===== src/rtl/pipe_stage_reg.sv =====
// Flushable pipeline-stage register with valid/ready handshake and a 2-entry skid buffer.
// Optional statistics counters (stall_cnt, flush_cnt) are enabled by defining PIPE_STAGE_STATS_EN.
module pipe_stage_reg #(
   parameter int WIDTH       = 32,
   parameter int CLR_PAYLOAD = 1,
   parameter int CNT_W       = 16
) (
   input  logic             clk,
   input  logic             rst_n,
   input  logic             flush,
   input  logic             in_valid,
   input  logic [WIDTH-1:0] in_data,
   output logic             in_ready,
   output logic             out_valid,
   output logic [WIDTH-1:0] out_data,
`ifdef PIPE_STAGE_STATS_EN
   output logic [CNT_W-1:0] stall_cnt,
   output logic [CNT_W-1:0] flush_cnt,
`endif
   input  logic             out_ready
);

   logic             main_v_q, main_v_d;
   logic             skid_v_q, skid_v_d;
   logic             in_rdy_q, in_rdy_d;
   logic [WIDTH-1:0] main_dat_q, main_dat_d;
   logic [WIDTH-1:0] skid_dat_q, skid_dat_d;
   logic             in_fire, out_fire;

   assign in_fire   = in_valid & in_rdy_q;
   assign out_fire  = main_v_q & out_ready;
   assign in_ready  = in_rdy_q;
   assign out_valid = main_v_q;
   assign out_data  = main_dat_q;

   always_comb begin
      main_v_d   = main_v_q;
      skid_v_d   = skid_v_q;
      main_dat_d = main_dat_q;
      skid_dat_d = skid_dat_q;
      if (flush) begin
         // An out_fire in this cycle has already been taken downstream; only held state is dropped.
         main_v_d = 1'b0;
         skid_v_d = 1'b0;
         if (CLR_PAYLOAD != 0) begin
            main_dat_d = '0;
            skid_dat_d = '0;
         end
      end else if (!main_v_q) begin
         if (in_fire) begin
            main_v_d   = 1'b1;
            main_dat_d = in_data;
         end
      end else if (!skid_v_q) begin
         if (in_fire && out_fire) begin
            main_dat_d = in_data;
         end else if (in_fire) begin
            skid_v_d   = 1'b1;
            skid_dat_d = in_data;
         end else if (out_fire) begin
            main_v_d = 1'b0;
         end
      end else if (out_fire) begin
         main_dat_d = skid_dat_q;
         skid_v_d   = 1'b0;
      end
      // Registered so out_ready never reaches in_ready combinationally.
      in_rdy_d = ~skid_v_d;
   end

   always_ff @(posedge clk or negedge rst_n) begin
      if (!rst_n) begin
         main_v_q <= 1'b0;
         skid_v_q <= 1'b0;
         in_rdy_q <= 1'b1;
      end else begin
         main_v_q <= main_v_d;
         skid_v_q <= skid_v_d;
         in_rdy_q <= in_rdy_d;
      end
   end

   generate
      if (CLR_PAYLOAD != 0) begin : g_pay_rst
         always_ff @(posedge clk or negedge rst_n) begin
            if (!rst_n) begin
               main_dat_q <= '0;
               skid_dat_q <= '0;
            end else begin
               main_dat_q <= main_dat_d;
               skid_dat_q <= skid_dat_d;
            end
         end
      end else begin : g_pay_norst
         always_ff @(posedge clk) begin
            main_dat_q <= main_dat_d;
            skid_dat_q <= skid_dat_d;
         end
      end
   endgenerate

`ifdef PIPE_STAGE_STATS_EN
   logic [CNT_W-1:0] stall_cnt_q, stall_cnt_d;
   logic [CNT_W-1:0] flush_cnt_q, flush_cnt_d;

   always_comb begin
      stall_cnt_d = stall_cnt_q;
      flush_cnt_d = flush_cnt_q;
      if (main_v_q && !out_ready && (stall_cnt_q != {CNT_W{1'b1}}))
         stall_cnt_d = stall_cnt_q + CNT_W'(1);
      if (flush && (flush_cnt_q != {CNT_W{1'b1}}))
         flush_cnt_d = flush_cnt_q + CNT_W'(1);
   end

   always_ff @(posedge clk or negedge rst_n) begin
      if (!rst_n) begin
         stall_cnt_q <= '0;
         flush_cnt_q <= '0;
      end else begin
         stall_cnt_q <= stall_cnt_d;
         flush_cnt_q <= flush_cnt_d;
      end
   end

   assign stall_cnt = stall_cnt_q;
   assign flush_cnt = flush_cnt_q;
`endif

endmodule


===== config.mk =====
export PLATFORM = sky130hd
export DESIGN_NAME = pipe_stage_reg
export DESIGN_NICKNAME = d
export VERILOG_FILES = /design/src/rtl/pipe_stage_reg.sv
export SDC_FILE = /design/constraint.sdc
export NUM_CORES = 1
export LEC_CHECK = 0
export CAP_MARGIN = 20
export CORE_UTILIZATION = 28
export CTS_CLUSTER_SIZE = 28
export DETAILED_ROUTE_END_ITERATION = 8
export PLACE_DENSITY_LB_ADDON = 0.12
export SETUP_SLACK_MARGIN = 0.2
export SYNTH_ARGS = -nofsm -noshare
export SYNTH_HDL_FRONTEND = slang
export SYNTH_SLANG_ARGS = --single-unit

===== constraint.sdc =====
create_clock -name clk -period 1.35 [get_ports clk]
set_input_delay 0.2025 -clock clk [delete_from_list [all_inputs] [get_ports clk]]
set_output_delay 0.2025 -clock clk [all_outputs]
set_load 0.01 [all_outputs]

# ---- Yosys cells after proc, flatten, opt, wreduce, memory -nomap -nowiden
# Cells that the tools add are included.
dict set report totals {
  latch_bits 0
  ff_bits 67
  input_bits 37
  ramBits 0
  n_memories 0
  mem_bits_ro 0
  out_inout_bits 34
}
dict set report op_classes {
  n_shift 0
  eq_ne 4
  mul 0
  div 0
  n_lt_le_gt_ge 0
  mux 21
  n_reduce_logical 6
  n_addsub 0
  n_bitwise 3
}
# operator n
set op_table {}
lappend op_table {{$mux 32} 10}
lappend op_table {{$mux 1} 11}
lappend op_table {{$ne 2x2->1 const B} 2}
lappend op_table {{$ne 4x2->1 const B} 1}
lappend op_table {{$ne 4x3->1 const B} 1}
lappend op_table {{$reduce_and 4->1} 1}
lappend op_table {{$reduce_bool 2->1} 2}
lappend op_table {{$reduce_and 3->1} 1}
lappend op_table {{$reduce_bool 3->1} 1}
lappend op_table {{$and 1x1->1} 2}
lappend op_table {{$logic_and 1x1->1} 1}
lappend op_table {{$not 1->1} 1}

# ---- Logic depth before layout (Yosys ltp)
# Gate-level depths: netlist of the first run.
dict set report logic_depth {
  ltp_word 7
  mapped_depth 6
  ltp_nobuf 3
}

# ---- Worst setup path after synthesis of the first run
# OpenSTA, ideal clock, no wires.
dict set report synth_path {
  path_kind {register to register}
  from {register in_rdy_q (netlist: in_ready)}
  to {register skid_dat_q[0]}
  slack_ns -0.169
  arrival_ns 1.398
  setup_time_ns 0.121
  n_path_buf 1
  path_stages_with_launch 5
  required_time_ns 1.229
  period_less_slack_ns 1.519
  path_cell_list {dfstp_2 nand2_1 o31a_4 buf_6 a22o_1}
}
dict set report synth_via {
  elab_chain_len 4
  elab_cells_between_ends 5
}
# item line
set synth_lines {}
lappend synth_lines {{start, declared} 25} ;# logic in_rdy_q, in_rdy_d;
lappend synth_lines {{start signal, assigned} 79} ;# in_rdy_q <= in_rdy_d;
lappend synth_lines {{$and 1x1->1 *} 30} ;# assign in_fire = in_valid & in_rdy_q;
lappend synth_lines {{$logic_and 1x1->1} 55} ;# if (in_fire && out_fire) begin
lappend synth_lines {{$ne 2x2->1 (no line)} --}
lappend synth_lines {{$reduce_and 4->1 (no line) *} --}
lappend synth_lines {{end signal, assigned} 91} ;# skid_dat_q <= skid_dat_d;
lappend synth_lines {{end, declared} 27} ;# logic [WIDTH-1:0] skid_dat_q, skid_dat_d;
# Every way passes the cells marked *; elsewhere a longest branch is shown, timed or not.
# A chain may end at the register's enable or synchronous reset.

# ---- Final worst setup path of the first run
dict set report layout_path {
  from {register main_v_q (netlist: out_valid)}
  to {register main_dat_q[26] (netlist: out_data[26])}
}
dict set report layout_via {
  elab_chain_len 4
  elab_cells_between_ends 8
}
# item line
set layout_lines {}
lappend layout_lines {{start, declared} 23} ;# logic main_v_q, main_v_d;
lappend layout_lines {{start signal, assigned} 77} ;# main_v_q <= main_v_d;
lappend layout_lines {{$and 1x1->1} 31} ;# assign out_fire = main_v_q & out_ready;
lappend layout_lines {{$logic_and 1x1->1} 55}
lappend layout_lines {{$ne 4x2->1 (no line)} --}
lappend layout_lines {{$reduce_and 3->1 (no line)} --}
lappend layout_lines {{end signal, assigned} 90} ;# main_dat_q <= main_dat_d;
lappend layout_lines {{end, declared} 26} ;# logic [WIDTH-1:0] main_dat_q, main_dat_d;
# Several ways; a longest one is shown, not always the timed one.

==> results of run 1 <==
metal layers:
| layer | part of all wire | vias to the layer above | track usage |
|---|---|---|---|
| li1 | - | 1162 | - |
| met1 | 0.49 | 1296 | 0.257 |
| met2 | 0.46 | 63 | 0.279 |
| met3 | 0.040 | 9 | 0.0347 |
| met4 | 0.011 | 0 | 0.0705 |
| met5 | 0 | - | 0 |
cells in the mapped netlist:
library cell / instances / area, um2
clkbuf_1: 6 / 22.5
dfstp_2: 1 / 26.3
a21oi_1: 33 / 165
buf_6: 6 / 67.6
dfrtp_1: 66 / 1650
a211o_1: 1 / 8.76
a211oi_1: 2 / 15.0
nor4_4: 1 / 21.3
nand2b_1: 1 / 6.26
o21ai_0: 1 / 5.00
a31oi_1: 1 / 6.26
mux2i_1: 32 / 320
a22o_1: 33 / 289
buf_2: 12 / 60.1
and2_1: 1 / 6.26
nand2_1: 2 / 7.51
inv_1: 3 / 11.3
a211oi_2: 30 / 375
o31a_4: 1 / 17.5
through the flow:
step	total power [W]	setup TNS, ns	utilization	cell area, um2
3_5_place_dp	0.00317	-24.79	0.383	4030
4_1_cts	0.00522	-8.86	0.469	4930
3_3_place_gp	0.00317	-24.71	0.383	4030
5_1_grt	0.00549	-11.10	0.491	5160
6_report	0.00525	-8.92	0.491	5160
2_1_floorplan	0.00270	-2.65	-	3120
path summary, 6_finish.rpt:
| kind | slack [ns] | depth (start not counted) | end |
|---|---|---|---|
| setup / recovery | -0.21 | 6 | out_data[26] |
| hold reg to reg | 0.51 | 1 | skid_dat_q[7] |
| max in group asynchronous | 0.64 | 3 | in_ready |
| setup reg to reg | -0.21 | 6 | out_data[26] |
| min in group asynchronous | 0.40 | 3 | skid_dat_q[13] |
| hold / removal | 0.36 | 3 | out_data[19] |
layout make-up:
| type | instances | area, um2 | area share |
|---|---|---|---|
| tap | 136 | 170 | 0.0330 |
| clock buffer | 10 | 138 | 0.0267 |
| sequential | 67 | 1680 | 0.326 |
| timing repair buffer | 137 | 1530 | 0.297 |
| clock inverter | 6 | 65.1 | 0.0126 |
| multi-input combinational | 142 | 1560 | 0.303 |
| inverter | 3 | 11.3 | 0.00218 |
what timing repair did:
| item | 4_1_cts | 5_1_grt |
|---|---|---|
| buffers inserted | 23 | 10 |
| endpoints found under the hold margin | 66 | 0 |
| pin swaps | 30 | 14 |
| endpoints found under the setup margin | 98 | 72 |
| gates resized for setup | 207 | 23 |
| cloned | 13 | 2 |
| hold buffers | 1 | 0 |
critical path: stages, from the launching register on:
cell and delay, ns:
dfrtp_2 0.42, buf_6 0.14, a22o_4 0.27, and2_4 0.19, buf_12 0.15, buf_16 0.13, a211oi_2 0.19
sequential cells by signal, summed over array words and instances (netlist names):
| signal | count |
|---|---|
| out_valid | 1 |
| out_data | 32 |
| in_ready | 1 |
| skid_dat_q | 32 |
| skid_v_q | 1 |
where the power goes:
group	total (W)	internal, W	switching (W)
logic	0.00133	0.000717	0.000611
registers	0.00221	0.00213	0.0000813
clock network	0.00172	0.000899	0.000821
cells by family (layout without fill, tap and decap cells):
logic type	after synthesis	count (layout)	share of synthesized area
AO/OA/AOI/OAI	102	105	0.286
flip-flops	67	67	0.544
multiplexers	32	32	0.104
buffers and inverters	27	156	0.0524
AND/OR/NAND/NOR	5	5	0.0134
==> flow_summary.yaml, run 1 <==
run_status:
  status: "finished with violations"
  violations: "setup timing"
critical_path:
  critPathLaunch: "out_valid"
  crit_required_ns: 1.62
  crit_fanout: 5
  startpoint_type: "register"
  critPathArrivalTime_ns: 1.83
  endpoint_kind: "register"
  crit_type: "register to register"
  r2r-start: "out_valid"
min_path:
  min_from: "flush"
  min_path_type: "input port to register"
floorplan:
  rows: 37
  core_region_area_um2: 10500
  die_h_um: 107
  start_util: 0.293
  die_area_um2: 11400
  fp.dieW_um: 107
  ios: 71
route:
  wirelength_um: 9920
  vias: 2530
  antenna_left: 0
  drt_iter0_drc: 115
  detail_route.vias_per_cell: 5.05
  drcViolationCount: 0
  wl_per_cell_um: 19.8
  firstDrtPassIters: 4
sta:
  fin_crit_ns: 1.56
  rsz0062_at_grt: "yes"
  final.period_utilization: 1.15
  tightest_slew_ns: 0.367
  hold_ws_ns: 0.357
  setup_ws_ns: -0.207
  slew_headroom: 0.755
  skew_ns: 0.00805
  drv_slew: 0
  setup_viol: 66
  fmax_ghz: 0.642
  hold_violations: 0
clock_tree:
  clkTransAtPathRegs_ns: 0.08
  cts-root-buf: "clkbuf_8"
  cts_tree: "yes"
  clkLatencyLatePin_ns: 0.35
  clk_path_buf_depth: 2
  cts_made_buffers: 9
  clkSinkCount: 67
  cts_max_level: 3
global_routing:
  antenna_found_initial: 0
  grt_start_max_net_pins: 68
  grt_usage: 0.183
  grt_pass1_wl_um: 15400
  grt_pass1_vias: 2695
  grt-ovfl-total: 0
yosys:
  syn_nets: 270
  yosysWarningCount: 0
  synth_area_um2: 3080
  synth_seq_cells: 67
  synth_area_per_cell_um2: 13.2
  yosysUniqueCellTypes: 19
  yosysSeqAreaShare: 0.544
  syn_inst: 233
placed_design:
  gp_congestion: 0.669
  dpl.cell_count: 436
  numPortBuffers: 70
  dp_hpwl_um: 4970
  pre_cts_ws_ns: -0.422
power_and_ir_drop:
  p_leak_nw: 2.43
  pwr_density_cell_nw_per_um2: 1020
  irDropWorstVdd_mv: 0.552
final_layout:
  fillCellCount: 926
  final_common_cell: "dfrtp_1"
  num-nets-final: 397
  area_delta_synth_final_pct: 67.3
  fin_cells: 501
  final_cell_mix: "dfrtp_1, clkdlybuf4s50_1, buf_2"
  diodes: 0
  final_layout_size_suffix_gt1_frac: 0.523
job:
  cap_viol_max_count: 0
No activity file was read; power rests on OpenSTA's default activity.
==> inputs of run 2 (changes only) <==
- DONT_BUFFER_PORTS: default -> 1
==> flow_summary.yaml, run 2 (synthesis results as in run 1) <==
floorplan:
  die_area_um2: 11400
  start_util: 0.293
  rows: 37
  ios: 71
  core_region_area_um2: 10500
  die_h_um: 107
  fp.dieW_um: 107
clock_tree:
  clkLatencyLatePin_ns: 0.34
  cts_tree: "yes"
  cts_max_level: 3
  cts_hold_buffers: 32
  clk_path_buf_depth: 2
  cts_made_buffers: 9
  clkTransAtPathRegs_ns: 0.07
  cts-root-buf: "clkbuf_8"
  clkSinkCount: 67
min_path:
  min_path_type: "input port to asynchronous set/reset pin"
power_and_ir_drop:
  pwr_density_cell_nw_per_um2: 1080
  irDropWorstVdd_mv: 0.485
  p_leak_nw: 1.97
global_routing:
  antenna_found_initial: 0
  grt_pass1_wl_um: 14500
  grt-ovfl-total: 0
  grt_start_max_net_pins: 68
  grt_usage: 0.169
  grt_pass1_vias: 2560
route:
  vias: 2221
  detail_route.vias_per_cell: 5.15
  wl_per_cell_um: 20.7
  firstDrtPassIters: 4
  antenna_left: 0
  drt_iter0_drc: 83
  drcViolationCount: 0
  wirelength_um: 8940
run_status:
  status: "finished with violations"
  violations: "hold timing, setup timing"
final_layout:
  diodes: 0
  utilization: 0.396
  area_delta_synth_final_pct: 35.1
  fillCellCount: 1005
  num-nets-final: 327
  final_common_cell: "dfrtp_1"
  final_layout_size_suffix_gt1_frac: 0.322
  final_cell_mix: "dfrtp_1, a21oi_1, a22o_1, a211oi_2, dlygate4sd3_1"
critical_path:
  path_cells: "nand2_4 -> nor4_4 -> buf_6 -> buf_8 -> a22o_1"
  crit_fanout: 7
  crit_required_ns: 1.63
  crit_type: "register to register"
  max_stage_delay_ns: 0.57
  critical_path_buf_inv_count: 2
  critPathArrivalTime_ns: 1.74
  cp_slowest_cell: "dfstp_2"
  startpoint_type: "register"
  endpoint_kind: "register"
  path_delay_family: "flip-flops"
sta:
  hold_violations: 100
  tns_ns: -4.64
  drv_slew: 0
  rsz0062_at_grt: "yes"
  setup_ws_ns: -0.110
  tightest_slew_ns: 0.279
  hold_ws_ns: -0.448
  setup_viol: 65
  fmax_ghz: 0.685
  fin_crit_ns: 1.46
  slew_headroom: 0.812
  skew_ns: 0.00589
  final.period_utilization: 1.08
job:
  cap_viol_max_count: 0
placed_design:
  numPortBuffers: 0
  dp_hpwl_um: 4880
  gp_congestion: 0.690
==> run 2: cell types whose count changed in the layout (fill, tap and decap cells not counted), moves of 3 or more <==
cell,delta
a21oi_4,-6
a21oi_1,+19
buf_4,-8
a21oi_2,-13
clkinvlp_4,-4
clkdlybuf4s50_1,-34
buf_16,-9
mux2i_1,+6
mux2i_4,-5
buf_2,-33
dlygate4sd3_1,+31
buf_6,-9
clkbuf_1,+3
buf_12,-10
==> run 2: final timing paths <==
path / start / to / slack (ns) / cells past startpoint
setup / recovery: in_ready / skid_dat_q[18] / -0.11 / 5
hold / removal: rst_n / out_data[2] / -0.45 / 0
setup reg to reg: in_ready / skid_dat_q[18] / -0.11 / 5
hold reg to reg: skid_dat_q[29] / skid_dat_q[29] / 0.51 / 1
max in group asynchronous: rst_n / in_ready / 1.61 / 0
min in group clk: flush / out_data[22] / -0.09 / 1
==> run 2: routing by layer <==
metal	global-route usage	share of wire
met1	0.218	0.45
met2	0.272	0.48
met3	0.0456	0.051
met4	0.0597	0.015
met5	0	0
==> run 2: area by class of cell <==
cell class,count,area (um2),area share
Tap cell,136,170,0.0409
Multi-Input combinational cell,141,1350,0.324
Timing Repair Buffer,68,782,0.188
Inverter,3,11.3,0.00270
Clock inverter,2,10.0,0.00240
Sequential cell,67,1680,0.404
Clock buffer,14,163,0.0391
==> run 2: report_power, final <==
part	internal [W]	total, W	leakage, nW	switching (W)
combinational	0.000380	0.000714	0.987	0.000334
sequential	0.00213	0.00225	0.896	0.000127
clock	0.000765	0.00153	0.0905	0.000765
==> run 2: repair_timing <==
item / CTS / global route
hold endpoints to repair: 132 / 100
gates cloned: 5 / 1
setup endpoints to repair: 67 / 68
setup buffers: 9 / 0
gates resized for setup: 31 / 3
pin swaps: 5 / 2
==> run 2: metrics by stage <==
step / instances / hold WS (ns) / power, W / worst slack (ns) / cell area [um2]
after floorplan: 233 / -0.0931 / 0.00270 / -0.0652 / 3120
after global placement: 368 / -0.0904 / 0.00280 / -0.136 / 3350
after detailed placement: 368 / -0.0896 / 0.00280 / -0.137 / 3350
after CTS: 430 / -0.465 / 0.00454 / -0.108 / 4130
after global routing: 431 / -0.475 / 0.00471 / -0.172 / 4160
final: 431 / -0.448 / 0.00450 / -0.110 / 4160
